<file path="src/rtl/sysstart_pkg.sv">
// Shared definitions for the TMS/SYSSTART line decoder: FSM encoding and
// default timing constants.
package sysstart_pkg;

    typedef enum logic [1:0] {
        WAIT_IDLE = 2'd0,
        IDLE      = 2'd1,
        PULSE     = 2'd2,
        HOLD      = 2'd3
    } state_e;

    localparam int IDLE_CYCLES_DEF = 16;
    localparam int MIN_PULSE_DEF   = 1;
    localparam int MAX_PULSE_DEF   = 4;

endpackage

</file>
<file path="src/rtl/sync_bit.sv">
// Single-bit synchronizer: a SYNC_STAGES-deep flop chain that clears
// asynchronously on reset.
module sync_bit #(
    parameter int SYNC_STAGES = 2
) (
    input  logic clk,
    input  logic reset,
    input  logic d_i,
    output logic q_o
);

    logic [SYNC_STAGES-1:0] sync_q;
    logic [SYNC_STAGES-1:0] sync_d;

    always_comb begin
        sync_d[0] = d_i;
        for (int i = 1; i < SYNC_STAGES; i++) begin
            sync_d[i] = sync_q[i-1];
        end
    end

    // NOTE: state flops use non-blocking assignments so every stage samples
    // the pre-edge value of its neighbour.
    always_ff @(posedge clk or posedge reset) begin
        if (reset) begin
            sync_q <= '0;
        end else begin
            sync_q <= sync_d;
        end
    end

    assign q_o = sync_q[SYNC_STAGES-1];

endmodule

</file>
<file path="src/rtl/sysstart_decoder.sv">
// Receiver for the shared TMS_SYSSTART line: passes TMS to the TAP and
// recovers a one-cycle start strobe from short pulses seen while TCK is idle.
module sysstart_decoder
    import sysstart_pkg::*;
#(
    parameter int SYNC_STAGES = 2,
    parameter int IDLE_CYCLES = IDLE_CYCLES_DEF,
    parameter int MIN_PULSE   = MIN_PULSE_DEF,
    parameter int MAX_PULSE   = MAX_PULSE_DEF,
    parameter int CNT_W       = 8
) (
    input  logic             clk,
    input  logic             reset,
    input  logic             tms_sysstart_i,
    input  logic             tck_i,
    output logic             tms_o,
    output logic             sysstart_o,
    output logic             running_o,
    output logic [CNT_W-1:0] start_count_o,
    output logic             reject_o
);

    localparam int IDLE_W  = $clog2(IDLE_CYCLES + 1);
    localparam int PULSE_W = $clog2(MAX_PULSE + 1);

    logic               tms_s;
    logic               tck_s;
    logic               tck_edge;
    logic               tck_idle;

    logic               tck_prev_q;
    logic [IDLE_W-1:0]  idle_cnt_q,  idle_cnt_d;
    state_e             state_q,     state_d;
    logic [PULSE_W-1:0] pulse_cnt_q, pulse_cnt_d;
    logic               sysstart_q,  sysstart_d;
    logic               reject_q,    reject_d;
    logic               running_q,   running_d;
    logic [CNT_W-1:0]   count_q,     count_d;

    assign tms_o = tms_sysstart_i;

    sync_bit #(.SYNC_STAGES(SYNC_STAGES)) u_sync_tms (
        .clk   (clk),
        .reset (reset),
        .d_i   (tms_sysstart_i),
        .q_o   (tms_s)
    );

    sync_bit #(.SYNC_STAGES(SYNC_STAGES)) u_sync_tck (
        .clk   (clk),
        .reset (reset),
        .d_i   (tck_i),
        .q_o   (tck_s)
    );

    assign tck_edge = tck_s ^ tck_prev_q;
    assign tck_idle = (idle_cnt_q == IDLE_W'(IDLE_CYCLES));

    // NOTE: every signal written here gets a default first, so no path can
    // leave it unassigned and infer a latch.
    always_comb begin
        idle_cnt_d  = idle_cnt_q;
        state_d     = state_q;
        pulse_cnt_d = pulse_cnt_q;
        sysstart_d  = 1'b0;
        reject_d    = 1'b0;
        running_d   = running_q;
        count_d     = count_q;

        if (tck_edge) begin
            idle_cnt_d = '0;
        end else if (!tck_idle) begin
            idle_cnt_d = idle_cnt_q + IDLE_W'(1);
        end

        case (state_q)
            WAIT_IDLE: begin
                if (tck_idle && !tms_s) begin
                    state_d = IDLE;
                end
            end
            IDLE: begin
                if (tck_edge) begin
                    state_d = WAIT_IDLE;
                end else if (tms_s) begin
                    state_d     = PULSE;
                    pulse_cnt_d = PULSE_W'(1);
                end
            end
            PULSE: begin
                // TCK activity always overrides the line level, even on the falling cycle.
                if (tck_edge) begin
                    reject_d = 1'b1;
                    state_d  = WAIT_IDLE;
                end else if (tms_s) begin
                    if (pulse_cnt_q == PULSE_W'(MAX_PULSE)) begin
                        reject_d = 1'b1;
                        state_d  = HOLD;
                    end else begin
                        pulse_cnt_d = pulse_cnt_q + PULSE_W'(1);
                    end
                end else if (pulse_cnt_q >= PULSE_W'(MIN_PULSE)) begin
                    sysstart_d = 1'b1;
                    running_d  = 1'b1;
                    count_d    = count_q + CNT_W'(1);
                    state_d    = IDLE;
                end else begin
                    reject_d = 1'b1;
                    state_d  = IDLE;
                end
            end
            HOLD: begin
                if (!tms_s) begin
                    state_d = WAIT_IDLE;
                end
            end
            default: state_d = WAIT_IDLE;
        endcase
    end

    always_ff @(posedge clk or posedge reset) begin
        if (reset) begin
            tck_prev_q  <= 1'b0;
            idle_cnt_q  <= '0;
            state_q     <= WAIT_IDLE;
            pulse_cnt_q <= '0;
            sysstart_q  <= 1'b0;
            reject_q    <= 1'b0;
            running_q   <= 1'b0;
            count_q     <= '0;
        end else begin
            tck_prev_q  <= tck_s;
            idle_cnt_q  <= idle_cnt_d;
            state_q     <= state_d;
            pulse_cnt_q <= pulse_cnt_d;
            sysstart_q  <= sysstart_d;
            reject_q    <= reject_d;
            running_q   <= running_d;
            count_q     <= count_d;
        end
    end

    assign sysstart_o    = sysstart_q;
    assign reject_o      = reject_q;
    assign running_o     = running_q;
    assign start_count_o = count_q;

endmodule

</file>
<file path="config.mk">
export PLATFORM = sky130hd
export DESIGN_NAME = sysstart_decoder
export DESIGN_NICKNAME = d
export VERILOG_FILES = /design/src/rtl/sysstart_pkg.sv /design/src/rtl/sync_bit.sv /design/src/rtl/sysstart_decoder.sv
export SDC_FILE = /design/constraint.sdc
export NUM_CORES = 1
export LEC_CHECK = 0
export ABC_AREA = 1
export CAP_MARGIN = 0
export CORE_MARGIN = 2
export CORE_UTILIZATION = 39
export DETAILED_ROUTE_END_ITERATION = 8
export PLACE_DENSITY = 0.68
export SLEW_MARGIN = 10
export SYNTH_ARGS = -nofsm -noshare
export SYNTH_HDL_FRONTEND = slang
export SYNTH_HIERARCHICAL = 1
export SYNTH_SLANG_ARGS = --single-unit
</file>
<file path="constraint.sdc">
create_clock -name clk -period 1.7 [get_ports clk]
set_input_delay 0.34 -clock clk [delete_from_list [all_inputs] [get_ports clk]]
set_output_delay 0.34 -clock clk [all_outputs]
set_load 0.05 [all_outputs]
</file>
==> impl_metrics.ini, run 1 <==
[grt]
grt-ovfl-total = 0
grt_pass1_wl_um = 4550
grt_pass1_vias = 1050
grt_max_degree = 23
grt.total_usage_pct = 14.0
antenna_found_initial = 0

[setup_path]
startpoint_type = flip-flop
endpoint_kind = flip-flop
criticalPathCategory = flip-flop to flip-flop
critical_path_required_ns = 1.93
cp_max_fo = 10
critPathArrivalTime_ns = 1.72

[power_and_ir_drop]
irDropWorstVdd_mv = 0.645
p_per_area_mw_per_mm2 = 1030
p_leak_uw = 0.000813

[run]
maxCapViolations = 0

[floorplan]
die_x_um = 63.3
std_cell_rows = 21
io_pins = 16
fp.dieArea_mm2 = 0.00401
die_y_um = 63.3
core_area_mm2 = 0.00336
initial_core_util_pct = 40.8

[logic_synthesis]
synth_largest_area_cell = dfrtp_1
synth_edf_count = 0
muxShareOfSynthArea_pct = 0
async_reset_ff_share_pct = 100
yosys.cell_types.count = 27
yosys.area_share.simple_pct = 27.9
synth_compound_area_share_pct = 7.12
synth_top_family_by_area = simple AND/OR/NAND/NOR gates
ys_seq_area_share_pct = 47.4
synth_top_area_share_pct = 47.4
yosysWarnings = 6
synthTopCellsByArea = dfrtp_1 47%, nand2_1 13%, ha_1 5.5%, inv_1 4.9%, nand3_1 4.7%
synthXorXnorAreaFrac_pct = 5.11
synth_cells = 162
syn_area_mm2 = 0.00137
synth-adder-area-share_pct = 5.47
syn_nets = 172
avgSynthCellArea_um2 = 8.46
synth-seq-cells = 26
synthFlopType = dfrtp_1

[final_layout]
layout_common_cells = 49 x nand2_1, 26 x dfrtp_1, 18 x inv_1
area.sequential_um2 = 651
nFillCells = 344
nets = 192
design_area_mm2 = 0.00161
drive_above_1_share_pct = 16.6
instances_no_fill = 227
antenna_cells = 0
syn2layout_area_growth_pct = 17.4
mostFrequentLayoutCell = nand2_1
multiInputGateArea_um2 = 626

[timing]
min_period_over_period_pct = 87.7
relSlewSlack_pct = 80.8
max_slew.worst_pin.slew_ns = 0.288
rsz0062_at_grt = false
fmax_mhz = 671
min_period_ns = 1.49
fin_tns_setup_ns = 0
setup_violations = 0
drv_slew = 0
hold_viol_final = 0
clock-skew-final_ns = 0.0152

[outcome]
status = complete, no violations

[placed_design]
hpwl_um = 1950
io_buffer_count = 15
dpl_cell_area_mm2 = 0.00157
place_inst = 223
gp_congestion = 0.802

[route]
via_per_inst = 4.65
wl_per_cell_um = 10.9
routed_wl_um = 2480
drt_first_pass_iters = 4
drc = 0
drt_iter0_drc = 61
via_count = 1055
ant_nets = 0

[cts]
cts.sinks = 26
post_cts_buffers = 0
cts_tree = yes
clockRootBuffer = clkbuf_4
h-tree-depth = 1
hold_buffers = 0
path_clk_slew_ns = 0.14
cts_resized = 0
clk_path_buf_depth = 2
cts_buffers = 3
clock_latency_ns = 0.32

[min_path]
hold_path_class = input pin to async pin
-- cells by family (layout without fill, tap and decap cells) --
logic type | Yosys count | in the layout
AO/OA/AOI/OAI | 16 | 16
buffers and inverters | 23 | 42
XOR/XNOR | 8 | 8
adder cells (fa/ha/maj) | 6 | 6
AND/OR/NAND/NOR | 83 | 83
flip-flops | 26 | 26
-- sequential cells by signal, summed over array words and instances, names as in the netlist --
name	flops
u_sync_tms/sync_q	2
start_count_o	8
reject_o	1
running_o	1
sysstart_o	1
tck_prev_q	1
u_sync_tck/sync_q	2
idle_cnt_q	5
state_q	2
pulse_cnt_q	3
-- worst max-delay path, stage by stage, from the launching register on --
cell and delay, ns:
dfrtp_1 0.42, inv_1 0.07, ha_1 0.18, nor3_1 0.18
nor2_1 0.11, nand3_4 0.14, clkinv_4 0.10, or2_1 0.21
-- metrics by stage --
step	worst slack (ns)	hold WS (ns)	util, %	total power, µW
floorplan	0.287	0.0812	-	1220
global route	0.0801	0.230	47.9	1780
detailed placement	0.230	0.336	46.8	1370
CTS	0.204	0.219	47.9	1680
global placement	0.263	0.338	46.8	1340
finish	0.209	0.229	47.9	1660
-- final cells by class --
| type | instances | share of cell area [%] |
|---|---|---|
| clock buffers | 4 | 2.25 |
| inverters | 22 | 5.44 |
| multi-input cells | 113 | 38.9 |
| flip-flops and latches | 26 | 40.4 |
| well taps | 46 | 3.57 |
| repair buffers | 16 | 9.48 |
-- metal layers --
layer  part of all wire, %  wire length [µm]  global-route usage [%]
met2                    50              1240                    25.3
met4                  0.73                18                    3.26
met5                     0                 0                       0
met1                    46              1150                    16.8
met3                   3.0                75                    3.39
-- cell usage after synthesis (all sizes together), types with 2 or more instances --
master and count:
nor3 2, inv 21, o21bai 2, a21oi 3
ha 6, o21ai 9, nor2 11, xor2 4
nand2 53, nand3 14, or2 2, dfrtp 26
xnor2 4
-- report_power, final --
group / switching, µW / total, µW / internal (µW)
sequential: 93.9 / 793 / 699
clock: 172 / 303 / 131
combinational: 365 / 560 / 195
total: 631 / 1660 / 1020
-- final timing paths --
kind	cells past startpoint	from	end	slack, ns
worst max-delay path	7	pulse_cnt_q[1]	running_o	0.21
worst min-delay path	2	reset	u_sync_tck/sync_q[0]	0.23
worst max register to register	7	pulse_cnt_q[1]	running_o	0.21
worst min register to register	0	u_sync_tms/sync_q[0]	u_sync_tms/sync_q[1]	0.38
max in group asynchronous	3	reset	start_count_o[2]	1.06
min in group clk	0	u_sync_tms/sync_q[0]	u_sync_tms/sync_q[1]	0.38
Power figures use the tool's default switching activity.
==> run 2, diff against run 1 <==
CORE_MARGIN = 3   (was 2)
clock period = 1.6 ns   (was 1.7 ns; I/O delays follow)
==> run 2 against run 1 <==
Net effect: sequential power increased by 7.1%; critical endpoint unchanged; flip-flop and latch count unchanged; largest cell class unchanged; sequential share of layout area decreased by 1.7 points.
==> impl_metrics.ini, run 2 (synthesized netlist as in run 1, its figures left out) <==
[outcome]
status = complete, no violations

[placed_design]
gp_congestion = 0.829
io_buffer_count = 15
dp_slack_ns = 0.119
hpwl_um = 2010

[cts]
h-tree-depth = 1
cts_tree = yes
path_clk_slew_ns = 0.13
cts.sinks = 26
cts_resized = 0
hold_buffers = 0
clock_latency_ns = 0.32
clockRootBuffer = clkbuf_4
cts_buffers = 3
clk_path_buf_depth = 2
post_cts_buffers = 0

[final_layout]
nFillCells = 320
antenna_cells = 0
nets = 192
largest_reg_flops = 8
syn2layout_area_growth_pct = 22.6
layout_common_cells = 49 x nand2_1, 26 x dfrtp_1, 18 x inv_1
multiInputGateArea_um2 = 626
mostFrequentLayoutCell = nand2_1
area.sequential_um2 = 651
drive_above_1_share_pct = 16.1

[floorplan]
fp.dieArea_mm2 = 0.00426
die_y_um = 65.3
core_area_mm2 = 0.00320
initial_core_util_pct = 42.8
die_x_um = 65.3
std_cell_rows = 20
io_pins = 16

[power_and_ir_drop]
seq_power_share_pct = 48.8
internal_power_uw = 1070
irDropWorstVdd_mv = 0.532
p_total_uw = 1740
switchingPower_uw = 669
p_per_area_mw_per_mm2 = 1030
clock_power_share_pct = 15.2
swShare_pct = 38.5
p_leak_uw = 0.000826
pwr-share-comb_pct = 36.0

[timing]
clock-skew-final_ns = 0.0102
fin_tns_setup_ns = 0
drv_slew = 0
setup_slack_ns = 0.106
rsz0062_at_grt = false
relSlewSlack_pct = 80.7
min_period_over_period_pct = 93.4
hold_viol_final = 0
setup_violations = 0
hold_slack_ns = 0.196
fmax_mhz = 669
min_period_ns = 1.49
max_slew.worst_pin.slew_ns = 0.289

[route]
routed_wl_um = 2530
drt_first_pass_iters = 4
drc = 0
wl_per_cell_um = 11.3
via_per_inst = 4.77
ant_nets = 0
drt_iter0_drc = 42
via_count = 1068

[setup_path]
critical_path_required_ns = 1.82
cp_max_fo = 10
startpoint_type = flip-flop
endpoint_kind = flip-flop
criticalPathCategory = flip-flop to flip-flop
reg2regPathDepth = 7
r2r-start = pulse_cnt_q[1]
r2r_slack_ns = 0.11
regToRegEndpoint = running_o
critPathArrivalTime_ns = 1.71

[grt]
grt.total_usage_pct = 13.0
grt-ovfl-total = 0
grt_pass1_wl_um = 4370
grt_pass1_vias = 1031
grt_max_degree = 23
antenna_found_initial = 0

[min_path]
hold_path_class = input pin to async pin

[run]
maxCapViolations = 0
run 2: routing by layer:
layer / routed length (µm) / up-vias / part of all wire, % / global-route usage, %
li1: - / 541 / - / -
met1: 1150 / 512 / 46 / 15.2
met2: 1270 / 13 / 50 / 23.6
met3: 87 / 2 / 3.4 / 3.93
met4: 24 / 0 / 0.95 / 2.33
met5: 0 / - / 0 / 0
run 2: critical path: stages (launching register included):
cell and delay (ns):
dfrtp_1 0.42, inv_1 0.08, ha_1 0.18, nor3_1 0.17, nor2_1 0.10, nand3_4 0.14
clkinv_4 0.10, or2_1 0.21
run 2: worst max path at each step:
stage                     start               end  slack [ns]
2_1_floorplan  start_count_o[1]  start_count_o[4]        0.19
3_3_place_gp     pulse_cnt_q[0]         running_o        0.17
3_5_place_dp     pulse_cnt_q[0]         running_o        0.12
4_1_cts          pulse_cnt_q[0]         running_o        0.11
5_1_grt          pulse_cnt_q[0]        state_q[1]        0.04
6_report         pulse_cnt_q[1]         running_o        0.11
run 2: power groups by stage:
stage | Clock [µW] | Combinational (µW) | Sequential [µW]
detailed placement | 0 | 627 | 861
floorplan | 0 | 344 | 952
global placement | 0 | 608 | 854
global route | 302 | 692 | 862
CTS | 274 | 630 | 848
finish | 265 | 626 | 849
run 2: layout make-up:
| class | count | share of cell area [%] |
|---|---|---|
| sequential | 26 | 38.7 |
| clock buffer | 3 | 1.34 |
| tap | 44 | 3.27 |
| multi-input combinational | 113 | 37.2 |
| timing repair buffer | 16 | 14.3 |
| inverter | 22 | 5.21 |
run 2: per-stage QoR:
stage | cells | util [%] | area, µm²
final | 224 | 52.5 | 1680
after floorplan | 162 | - | 1370
after global placement | 221 | 51.8 | 1660
after detailed placement | 221 | 51.8 | 1660
after global routing | 224 | 52.5 | 1680
after CTS | 224 | 52.5 | 1680
==> run 3, diff against run 2 <==
CORE_ASPECT_RATIO = 1.25   (was default)
==> run 3 against run 2 <==
Net effect: combinational power up 5.8%; final cell count fell by 0.89%; maximum frequency grew 0.80%; wire length rose by 5.1%; die area grew 0.11%; global-route usage increased by 1.6 points; register-to-register slack about the same; critical path depth up 1; non-clock buffer count increased by 5; first-iteration DRC count fell by 64%; flip-flop and latch count did not move; critical endpoint is now start_count_o[2]; core utilization up 0.78 points.
==> impl_metrics.ini, run 3 (synthesized netlist as in run 1, its figures left out) <==
[timing]
max_slew.worst_pin.slew_ns = 0.408
min_period_over_period_pct = 92.6
fmax_mhz = 675
clock-skew-final_ns = 0.00204
fin_tns_setup_ns = 0
setup_violations = 0
drv_slew = 0
relSlewSlack_pct = 72.7
hold_viol_final = 0
min_period_ns = 1.48

[floorplan]
core_area_mm2 = 0.00328
std_cell_rows = 23
die_x_um = 59.0
io_pins = 16
initial_core_util_pct = 41.8
die_y_um = 72.3
fp.dieArea_mm2 = 0.00427

[grt]
antenna_found_initial = 0
grt_pass1_vias = 1136
grt_pass1_wl_um = 4930
grt_max_degree = 15
grt.total_usage_pct = 14.6
grt-ovfl-total = 0

[final_layout]
utilization_pct = 53.3
syn2layout_area_growth_pct = 27.5
instances_no_fill = 222
layout_common_cells = 49 x nand2_1, 25 x dfrtp_1, 18 x inv_1
drive_above_1_share_pct = 19.5
largest_reg_flops = 8
antenna_cells = 0
nets = 197
mostFrequentLayoutCell = nand2_1

[cts]
cts.sinks = 26
cts_tree = yes
hold_buffers = 0
clockRootBuffer = clkbuf_8
clock_latency_ns = 0.26
h-tree-depth = 1
path_clk_slew_ns = 0.08
cts_buffers = 3
clk_path_buf_depth = 2

[setup_path]
reg2regPathDepth = 8
cp_max_fo = 6
startpoint_type = flip-flop
critical_path_required_ns = 1.75
slowest_stage = dfrtp_1
criticalPathCategory = flip-flop to flip-flop
endpoint_kind = flip-flop
critPathArrivalTime_ns = 1.63
slowest_delay_ns = 0.41
worstPathCellList = inv_1 -> ha_1 -> nor3_2 -> nor2_1 -> nand3_4 -> buf_4 -> nand2_1 -> o21ai_1

[run]
maxCapViolations = 0

[placed_design]
hpwl_um = 2150
place_inst = 214
gp_congestion = 0.854
io_buffer_count = 15

[route]
drc = 0
via_count = 1102
drt_iter0_drc = 15
drt_first_pass_iters = 4
via_per_inst = 4.96
ant_nets = 0
wl_per_cell_um = 12.0
routed_wl_um = 2660

[power_and_ir_drop]
irDropWorstVdd_mv = 0.855
p_leak_uw = 0.000862
p_per_area_mw_per_mm2 = 1070

[min_path]
hold_path_class = input pin to async pin

[outcome]
status = complete, no violations
run 3: through the flow:
stage / cell area, µm² / hold WS [ns] / power (µW) / worst slack [ns]
CTS: 1700 / 0.257 / 1860 / 0.0894
global route: 1750 / 0.264 / 2000 / -0.0105
detailed placement: 1660 / 0.342 / 1500 / 0.102
finish: 1750 / 0.260 / 1860 / 0.118
floorplan: 1370 / 0.0612 / 1300 / 0.187
global placement: 1660 / 0.338 / 1470 / 0.172
run 3: what timing repair did:
action / CTS / global route
buffers inserted: 0 / 5
endpoints found under the setup margin: 0 / 1
gates resized for setup: 0 / 2
run 3: per-layer routing:
layer | up-vias | track usage [%] | share of wire [%]
li1 | 553 | - | -
met1 | 526 | 17.9 | 41
met2 | 15 | 25.4 | 54
met3 | 8 | 1.60 | 2.6
met4 | 0 | 6.55 | 2.4
met5 | - | 0 | 0
run 3: layout make-up:
type / instances / area [µm²]
Timing Repair Buffer: 21 / 290
Tap cell: 37 / 46.3
Multi-Input combinational cell: 113 / 631
Sequential cell: 26 / 652
Clock buffer: 3 / 41.3
Inverter: 22 / 87.6
Fill cell: 308 / 1530
run 3: worst paths after layout:
path | slack (ns) | to | startpoint
max in group asynchronous | 0.78 | pulse_cnt_q[0] | reset
worst max-delay path | 0.12 | start_count_o[2] | pulse_cnt_q[1]
worst max register to register | 0.12 | start_count_o[2] | pulse_cnt_q[1]
worst min-delay path | 0.26 | u_sync_tms/sync_q[0] | reset
worst min register to register | 0.36 | u_sync_tck/sync_q[1] | u_sync_tck/sync_q[0]
min in group clk | 0.36 | u_sync_tck/sync_q[1] | u_sync_tck/sync_q[0]
run 3: critical path: cells and delay by family (launching register included):
family | cells | cell delay, ns
and+or+nand+nor | 4 | 0.46
AOI/OAI and AO/OA | 1 | 0.07
adders and majority gates | 1 | 0.16
buffers and inverters | 2 | 0.27
DFF | 1 | 0.41
run 3: power by group:
part | total, µW | internal, µW | switching [µW]
combinational | 662 | 263 | 398
sequential | 853 | 745 | 109
clock | 349 | 168 | 181
total | 1860 | 1180 | 688
